==> src/rtl/mips_pkg.sv <==
// Shared encodings for the multiply/divide unit: op codes, funct values and FSM states.
package mips_pkg;

    localparam logic [1:0] MD_MULT  = 2'b00;
    localparam logic [1:0] MD_MULTU = 2'b01;
    localparam logic [1:0] MD_DIV   = 2'b10;
    localparam logic [1:0] MD_DIVU  = 2'b11;

    localparam logic [5:0] FUNCT_MULT  = 6'b011000;
    localparam logic [5:0] FUNCT_MULTU = 6'b011001;
    localparam logic [5:0] FUNCT_DIV   = 6'b011010;
    localparam logic [5:0] FUNCT_DIVU  = 6'b011011;
    localparam logic [5:0] FUNCT_MTHI  = 6'b010001;
    localparam logic [5:0] FUNCT_MTLO  = 6'b010011;

    typedef enum logic [1:0] {
        MD_IDLE = 2'b00,
        MD_CALC = 2'b01,
        MD_FIX  = 2'b10
    } md_state_t;

    // Decoder helpers: map an R-type funct onto the unit's controls.
    function automatic logic funct_is_md(input logic [5:0] funct);
        return (funct == FUNCT_MULT) || (funct == FUNCT_MULTU) ||
               (funct == FUNCT_DIV)  || (funct == FUNCT_DIVU);
    endfunction

    function automatic logic [1:0] md_op_from_funct(input logic [5:0] funct);
        logic [1:0] op;
        case (funct)
            FUNCT_MULTU: op = MD_MULTU;
            FUNCT_DIV:   op = MD_DIV;
            FUNCT_DIVU:  op = MD_DIVU;
            default:     op = MD_MULT;
        endcase
        return op;
    endfunction

    function automatic logic funct_is_mthi(input logic [5:0] funct);
        return funct == FUNCT_MTHI;
    endfunction

    function automatic logic funct_is_mtlo(input logic [5:0] funct);
        return funct == FUNCT_MTLO;
    endfunction

endpackage

==> src/rtl/muldiv_unit.sv <==
// Iterative multiply/divide unit with HI/LO registers: one shift-add or
// restoring-divide step per cycle on operand magnitudes, sign fixup at the end.
module muldiv_unit
    import mips_pkg::*;
#(
    parameter int unsigned WIDTH = 32
) (
    input  logic             clk,
    input  logic             rst,
    input  logic             start,
    input  logic [1:0]       op,
    input  logic [WIDTH-1:0] rs_data,
    input  logic [WIDTH-1:0] rt_data,
    input  logic             hi_we,
    input  logic             lo_we,
    output logic [WIDTH-1:0] hi,
    output logic [WIDTH-1:0] lo,
    output logic             busy,
    output logic             done
);

    localparam int unsigned CNT_W = $clog2(WIDTH);

    function automatic logic [WIDTH-1:0] neg_w(input logic [WIDTH-1:0] x);
        return ~x + WIDTH'(1);
    endfunction

    function automatic logic [WIDTH-1:0] abs_w(input logic [WIDTH-1:0] x, input logic sgn);
        return (sgn && x[WIDTH-1]) ? neg_w(x) : x;
    endfunction

    function automatic logic [2*WIDTH-1:0] neg_2w(input logic [2*WIDTH-1:0] x);
        return ~x + (2*WIDTH)'(1);
    endfunction

    md_state_t          state_q, state_d;
    logic [CNT_W-1:0]   count_q, count_d;
    logic [WIDTH-1:0]   acc_q, acc_d;     // product high half / partial remainder
    logic [WIDTH-1:0]   quo_q, quo_d;     // multiplier / dividend, shifted into result
    logic [WIDTH-1:0]   opnd_q, opnd_d;   // multiplicand / divisor magnitude
    logic               is_div_q, is_div_d;
    logic               res_neg_q, res_neg_d;
    logic               rem_neg_q, rem_neg_d;
    logic [WIDTH-1:0]   hi_q, hi_d;
    logic [WIDTH-1:0]   lo_q, lo_d;
    logic               busy_q, busy_d;
    logic               done_q, done_d;

    logic               op_signed;
    logic               op_div;
    logic [WIDTH:0]     sum;
    logic [WIDTH:0]     shifted;
    logic [WIDTH-1:0]   diff;
    logic [2*WIDTH-1:0] prod;

    always_ff @(posedge clk) begin
        if (rst) begin
            state_q   <= MD_IDLE;
            count_q   <= '0;
            acc_q     <= '0;
            quo_q     <= '0;
            opnd_q    <= '0;
            is_div_q  <= 1'b0;
            res_neg_q <= 1'b0;
            rem_neg_q <= 1'b0;
            hi_q      <= '0;
            lo_q      <= '0;
            busy_q    <= 1'b0;
            done_q    <= 1'b0;
        end else begin
            state_q   <= state_d;
            count_q   <= count_d;
            acc_q     <= acc_d;
            quo_q     <= quo_d;
            opnd_q    <= opnd_d;
            is_div_q  <= is_div_d;
            res_neg_q <= res_neg_d;
            rem_neg_q <= rem_neg_d;
            hi_q      <= hi_d;
            lo_q      <= lo_d;
            busy_q    <= busy_d;
            done_q    <= done_d;
        end
    end

    always_comb begin
        state_d   = state_q;
        count_d   = count_q;
        acc_d     = acc_q;
        quo_d     = quo_q;
        opnd_d    = opnd_q;
        is_div_d  = is_div_q;
        res_neg_d = res_neg_q;
        rem_neg_d = rem_neg_q;
        hi_d      = hi_q;
        lo_d      = lo_q;
        done_d    = 1'b0;
        sum       = '0;
        shifted   = '0;
        diff      = '0;
        prod      = '0;
        op_signed = (op == MD_MULT) || (op == MD_DIV);
        op_div    = (op == MD_DIV) || (op == MD_DIVU);

        case (state_q)
            MD_IDLE: begin
                if (start) begin
                    acc_d     = '0;
                    quo_d     = op_div ? abs_w(rs_data, op_signed) : abs_w(rt_data, op_signed);
                    opnd_d    = op_div ? abs_w(rt_data, op_signed) : abs_w(rs_data, op_signed);
                    is_div_d  = op_div;
                    // A zero divisor keeps the all-ones quotient; the remainder fixup
                    // then restores the original dividend into HI.
                    res_neg_d = op_signed && (rs_data[WIDTH-1] ^ rt_data[WIDTH-1]) &&
                                !(op_div && (rt_data == '0));
                    rem_neg_d = op_signed && op_div && rs_data[WIDTH-1];
                    count_d   = CNT_W'(WIDTH-1);
                    state_d   = MD_CALC;
                end else begin
                    if (hi_we) hi_d = rs_data;
                    if (lo_we) lo_d = rs_data;
                end
            end
            MD_CALC: begin
                if (is_div_q) begin
                    shifted = {acc_q, quo_q[WIDTH-1]};
                    diff    = shifted[WIDTH-1:0] - opnd_q;
                    if (shifted >= {1'b0, opnd_q}) begin
                        acc_d = diff;
                        quo_d = {quo_q[WIDTH-2:0], 1'b1};
                    end else begin
                        acc_d = shifted[WIDTH-1:0];
                        quo_d = {quo_q[WIDTH-2:0], 1'b0};
                    end
                end else begin
                    sum   = {1'b0, acc_q} + (quo_q[0] ? {1'b0, opnd_q} : {(WIDTH+1){1'b0}});
                    acc_d = sum[WIDTH:1];
                    quo_d = {sum[0], quo_q[WIDTH-1:1]};
                end
                if (count_q == '0) begin
                    state_d = MD_FIX;
                end else begin
                    count_d = count_q - CNT_W'(1);
                end
            end
            MD_FIX: begin
                if (is_div_q) begin
                    lo_d = res_neg_q ? neg_w(quo_q) : quo_q;
                    hi_d = rem_neg_q ? neg_w(acc_q) : acc_q;
                end else begin
                    prod = res_neg_q ? neg_2w({acc_q, quo_q}) : {acc_q, quo_q};
                    hi_d = prod[2*WIDTH-1:WIDTH];
                    lo_d = prod[WIDTH-1:0];
                end
                done_d  = 1'b1;
                state_d = MD_IDLE;
            end
            default: state_d = MD_IDLE;
        endcase

        busy_d = (state_d != MD_IDLE);
    end

    assign hi   = hi_q;
    assign lo   = lo_q;
    assign busy = busy_q;
    assign done = done_q;

endmodule

==> config.mk <==
export PLATFORM = sky130hd
export DESIGN_NAME = muldiv_unit
export DESIGN_NICKNAME = d
export VERILOG_FILES = /design/src/rtl/mips_pkg.sv /design/src/rtl/muldiv_unit.sv
export SDC_FILE = /design/constraint.sdc
export NUM_CORES = 1
export LEC_CHECK = 0
export CAP_MARGIN = 15
export CORE_MARGIN = 10
export CORE_UTILIZATION = 59
export CTS_CLUSTER_DIAMETER = 50
export DETAILED_ROUTE_END_ITERATION = 8
export GPL_TIMING_DRIVEN = 0
export PLACE_DENSITY = 0.8
export SYNTH_ARGS = -nofsm -noshare
export SYNTH_HDL_FRONTEND = slang
export SYNTH_SLANG_ARGS = --single-unit
==> constraint.sdc <==
create_clock -name clk -period 3.8 [get_ports clk]
set_input_delay 0.76 -clock clk [delete_from_list [all_inputs] [get_ports clk]]
set_output_delay 0.76 -clock clk [all_outputs]
set_load 0.01 [all_outputs]
==> qor.yml <==
floorplan:
  die-area_um2: 31500
  rows: 57
  io_pins: 137
  start_util_pct: 60.1
  die_w_um: 178
  coreArea_um2: 24400
  die_y_um: 178
sta:
  hold_violations: 0
  max_slew_margin_pct: 25.6
  worst_pin_slew_ns: 1.11
  finalMaxSlewViolations: 0
  finClkSkew_ns: 0.0145
  timing.fmax_mhz: 265
  setup_viol: 0
  fin_crit_sh_pct: 99.2
  fin_crit_ns: 3.77
  holdWs_ns: 0.456
clock_tree:
  clock_latency_ns: 0.45
  cts_inserted_buffers: 17
  clockBufferDepth: 2
  cts_tree: "done"
  clockRootBuffer: "clkbuf_16"
  clock_sink_count: 172
  holdBufCountCts: 0
  htree_levels: 4
  clk_pin_slew_ns: 0.09
power_and_ir_drop:
  p_leak_nw: 6.57
  vdd_drop_max_mv: 0.286
  power_per_cell_area_nw_per_um2: 382
  internal_power_mw: 3.81
  p_total_mw: 6.54
  p_clk_share_pct: 29.3
  p_sw_share_pct: 41.8
  power_frac_comb_pct: 38.5
  power_switching_mw: 2.73
  pwr-share-seq_pct: 32.2
synth:
  netlist_area_um2: 14700
  synth_edf_count: 0
  ys_ff_latch: 172
  synth_cell_types: 88
  synth-seq-area-share_pct: 23.5
  ys.warnings.count: 0
  synth-main-ff-cell: "dfxtp_1"
  synth_nets: 2114
  syn_avg_cell_area_um2: 7.43
  synth_cells: 1972
  synthArstFlopShare_pct: 0
route:
  wl_per_cell_um: 26.1
  drt-initial-drc-count: 2837
  finalWirelength_mm: 64.2
  routed_via_density: 7.00
  antenna_left: 0
  dr.pass1.iters: 9
  vias: 17200
  drc: 2
worst_setup_path:
  cp_max_fo: 10
  critPathCaptureType: "register"
  start_kind: "register"
  cp.arrival_ns: 4.10
  critical_path_class: "register to register"
  worstPathRequired_ns: 4.13
final_layout:
  final_core_util_pct: 70.2
  n_antenna_cell: 0
  area_growth_pct: 16.8
  final_cell_area_um2: 17100
  layout.nets: 2267
  drive_gt1_share_pct: 4.96
flow_run:
  cap_violations: 0
min_path:
  hp-class: "register to register"
grt:
  antenna_found_initial: 0
  grt_max_degree: 21
  grt.total_usage_pct: 38.7
  grt_first_pass_wirelength_mm: 94.3
  grt_pass1_vias: 15700
  overflow: 0
placement:
  place_congestion: 1.06
  io_buffer_count: 132
  placed_area_um2: 16400
  dp_hpwl_mm: 50.6
outcome:
  violations: "design-rule violations"
  outcome: "finished with violations"
## worst max-delay path, cell delays in order (launching register included)
cell and delay, ns:
dfxtp_1 0.54, ha_1 0.36, o21a_1 0.20, o31a_1 0.14, o31ai_2 0.45, a2111oi_1 0.19
or3_1 0.40, buf_2 0.19, a21oi_4 0.39, buf_4 0.31, nor2_1 0.10, a22oi_1 0.23
nand4_1 0.13
## registers in the layout, summed over array words and instances, names as in the netlist, 2 cells and up
| name | cells |
|---|---|
| lo | 32 |
| count_q | 5 |
| hi | 32 |
| acc_q | 32 |
| opnd_q | 32 |
| state_q | 2 |
| quo_q | 32 |
## repair_timing
| action | 4_1_cts | 5_1_grt |
|---|---|---|
| resized for setup | 9 | 18 |
| setup buffers | 1 | 1 |
| endpoints found under the setup margin | 11 | 30 |
| pin swaps | 1 | 1 |
| hold endpoints to repair | 0 | 0 |
## cell type report
type,count,area [um^2]
Buffer,153,626
Clock buffer,17,425
Clock inverter,15,210
Fill cell,2097,7280
Inverter,65,248
Multi-Input combinational cell,1582,10400
Sequential cell,172,3450
Tap cell,324,405
Timing Repair Buffer,134,1340
## metal layers
layer / share of wire, % / global-route usage (%) / routed length [um] / vias to the layer above
met1: 37 / 49.4 / 23700 / 7915
met3: 16 / 12.8 / 10200 / 321
met2: 41 / 56.9 / 26400 / 1479
met4: 6.3 / 20.0 / 4040 / 0
li1: - / - / - / 7520
met5: 0 / 0 / 0 / -
## placed cells by master, fill, tap and decap left out, types with 68 or more instances in the layout
master,Yosys,final
nor2_1,205,205
nand2_1,174,174
dfxtp_1,172,168
a21oi_1,144,140
clkbuf_1,134,132
clkdlybuf4s50_1,0,132
o21ai_0,124,123
xnor2_1,91,90
o22ai_1,81,81
xor2_1,79,79
ha_1,69,69
a22oi_1,68,68
## metrics by stage
stage | worst slack (ns) | instances | TNS (ns)
floorplan | 0.561 | 1972 | 0
global placement | -0.565 | 2428 | -4.99
detailed placement | -0.596 | 2428 | -3.96
CTS | 0.0403 | 2461 | 0
global route | -0.0480 | 2462 | -0.0480
finish | 0.0293 | 2462 | 0
## Yosys cell counts, types with 55 or more instances
master	count	share of area [%]
inv_1	64	1.6
xnor2_1	91	5.4
dfxtp_1	172	23
o22ai_1	81	3.5
o21ai_0	124	4.2
nor2_1	205	5.3
nand2_1	174	4.5
mux2i_1	63	4.3
nor3_1	55	1.9
xor2_1	79	4.7
a21oi_1	144	4.9
a22oi_1	68	3.5
ha_1	69	5.9
clkbuf_1	134	3.4
## power groups by stage
stage	Clock [mW]	Sequential, mW	Combinational (mW)
finish	1.91	2.10	2.52
CTS	1.88	2.09	2.38
detailed placement	0	2.13	2.36
global route	1.97	2.11	2.66
floorplan	0	2.09	1.55
global placement	0	2.12	2.33
## final timing paths
| path | startpoint | end | slack, ns | cells after the start |
|---|---|---|---|---|
| max | acc_q[1] | acc_q[28] | 0.03 | 12 |
| min | opnd_q[22] | opnd_q[22] | 0.46 | 2 |
| max reg2reg | acc_q[1] | acc_q[28] | 0.03 | 12 |
| min reg2reg | opnd_q[22] | opnd_q[22] | 0.46 | 2 |
## logic make-up (layout without fill, tap and decap cells)
group           after synthesis  in the layout  synth area share [%]
simple gates                633            633                  21.0
buf+inv                     218            384                  5.91
xor+xnor                    170            170                  10.2
flops                       172            172                  23.5
mux                          63             63                  4.30
fa+ha+maj                    71             71                  6.17
compound gates              645            645                  29.0
Power figures use the tool's default switching activity.
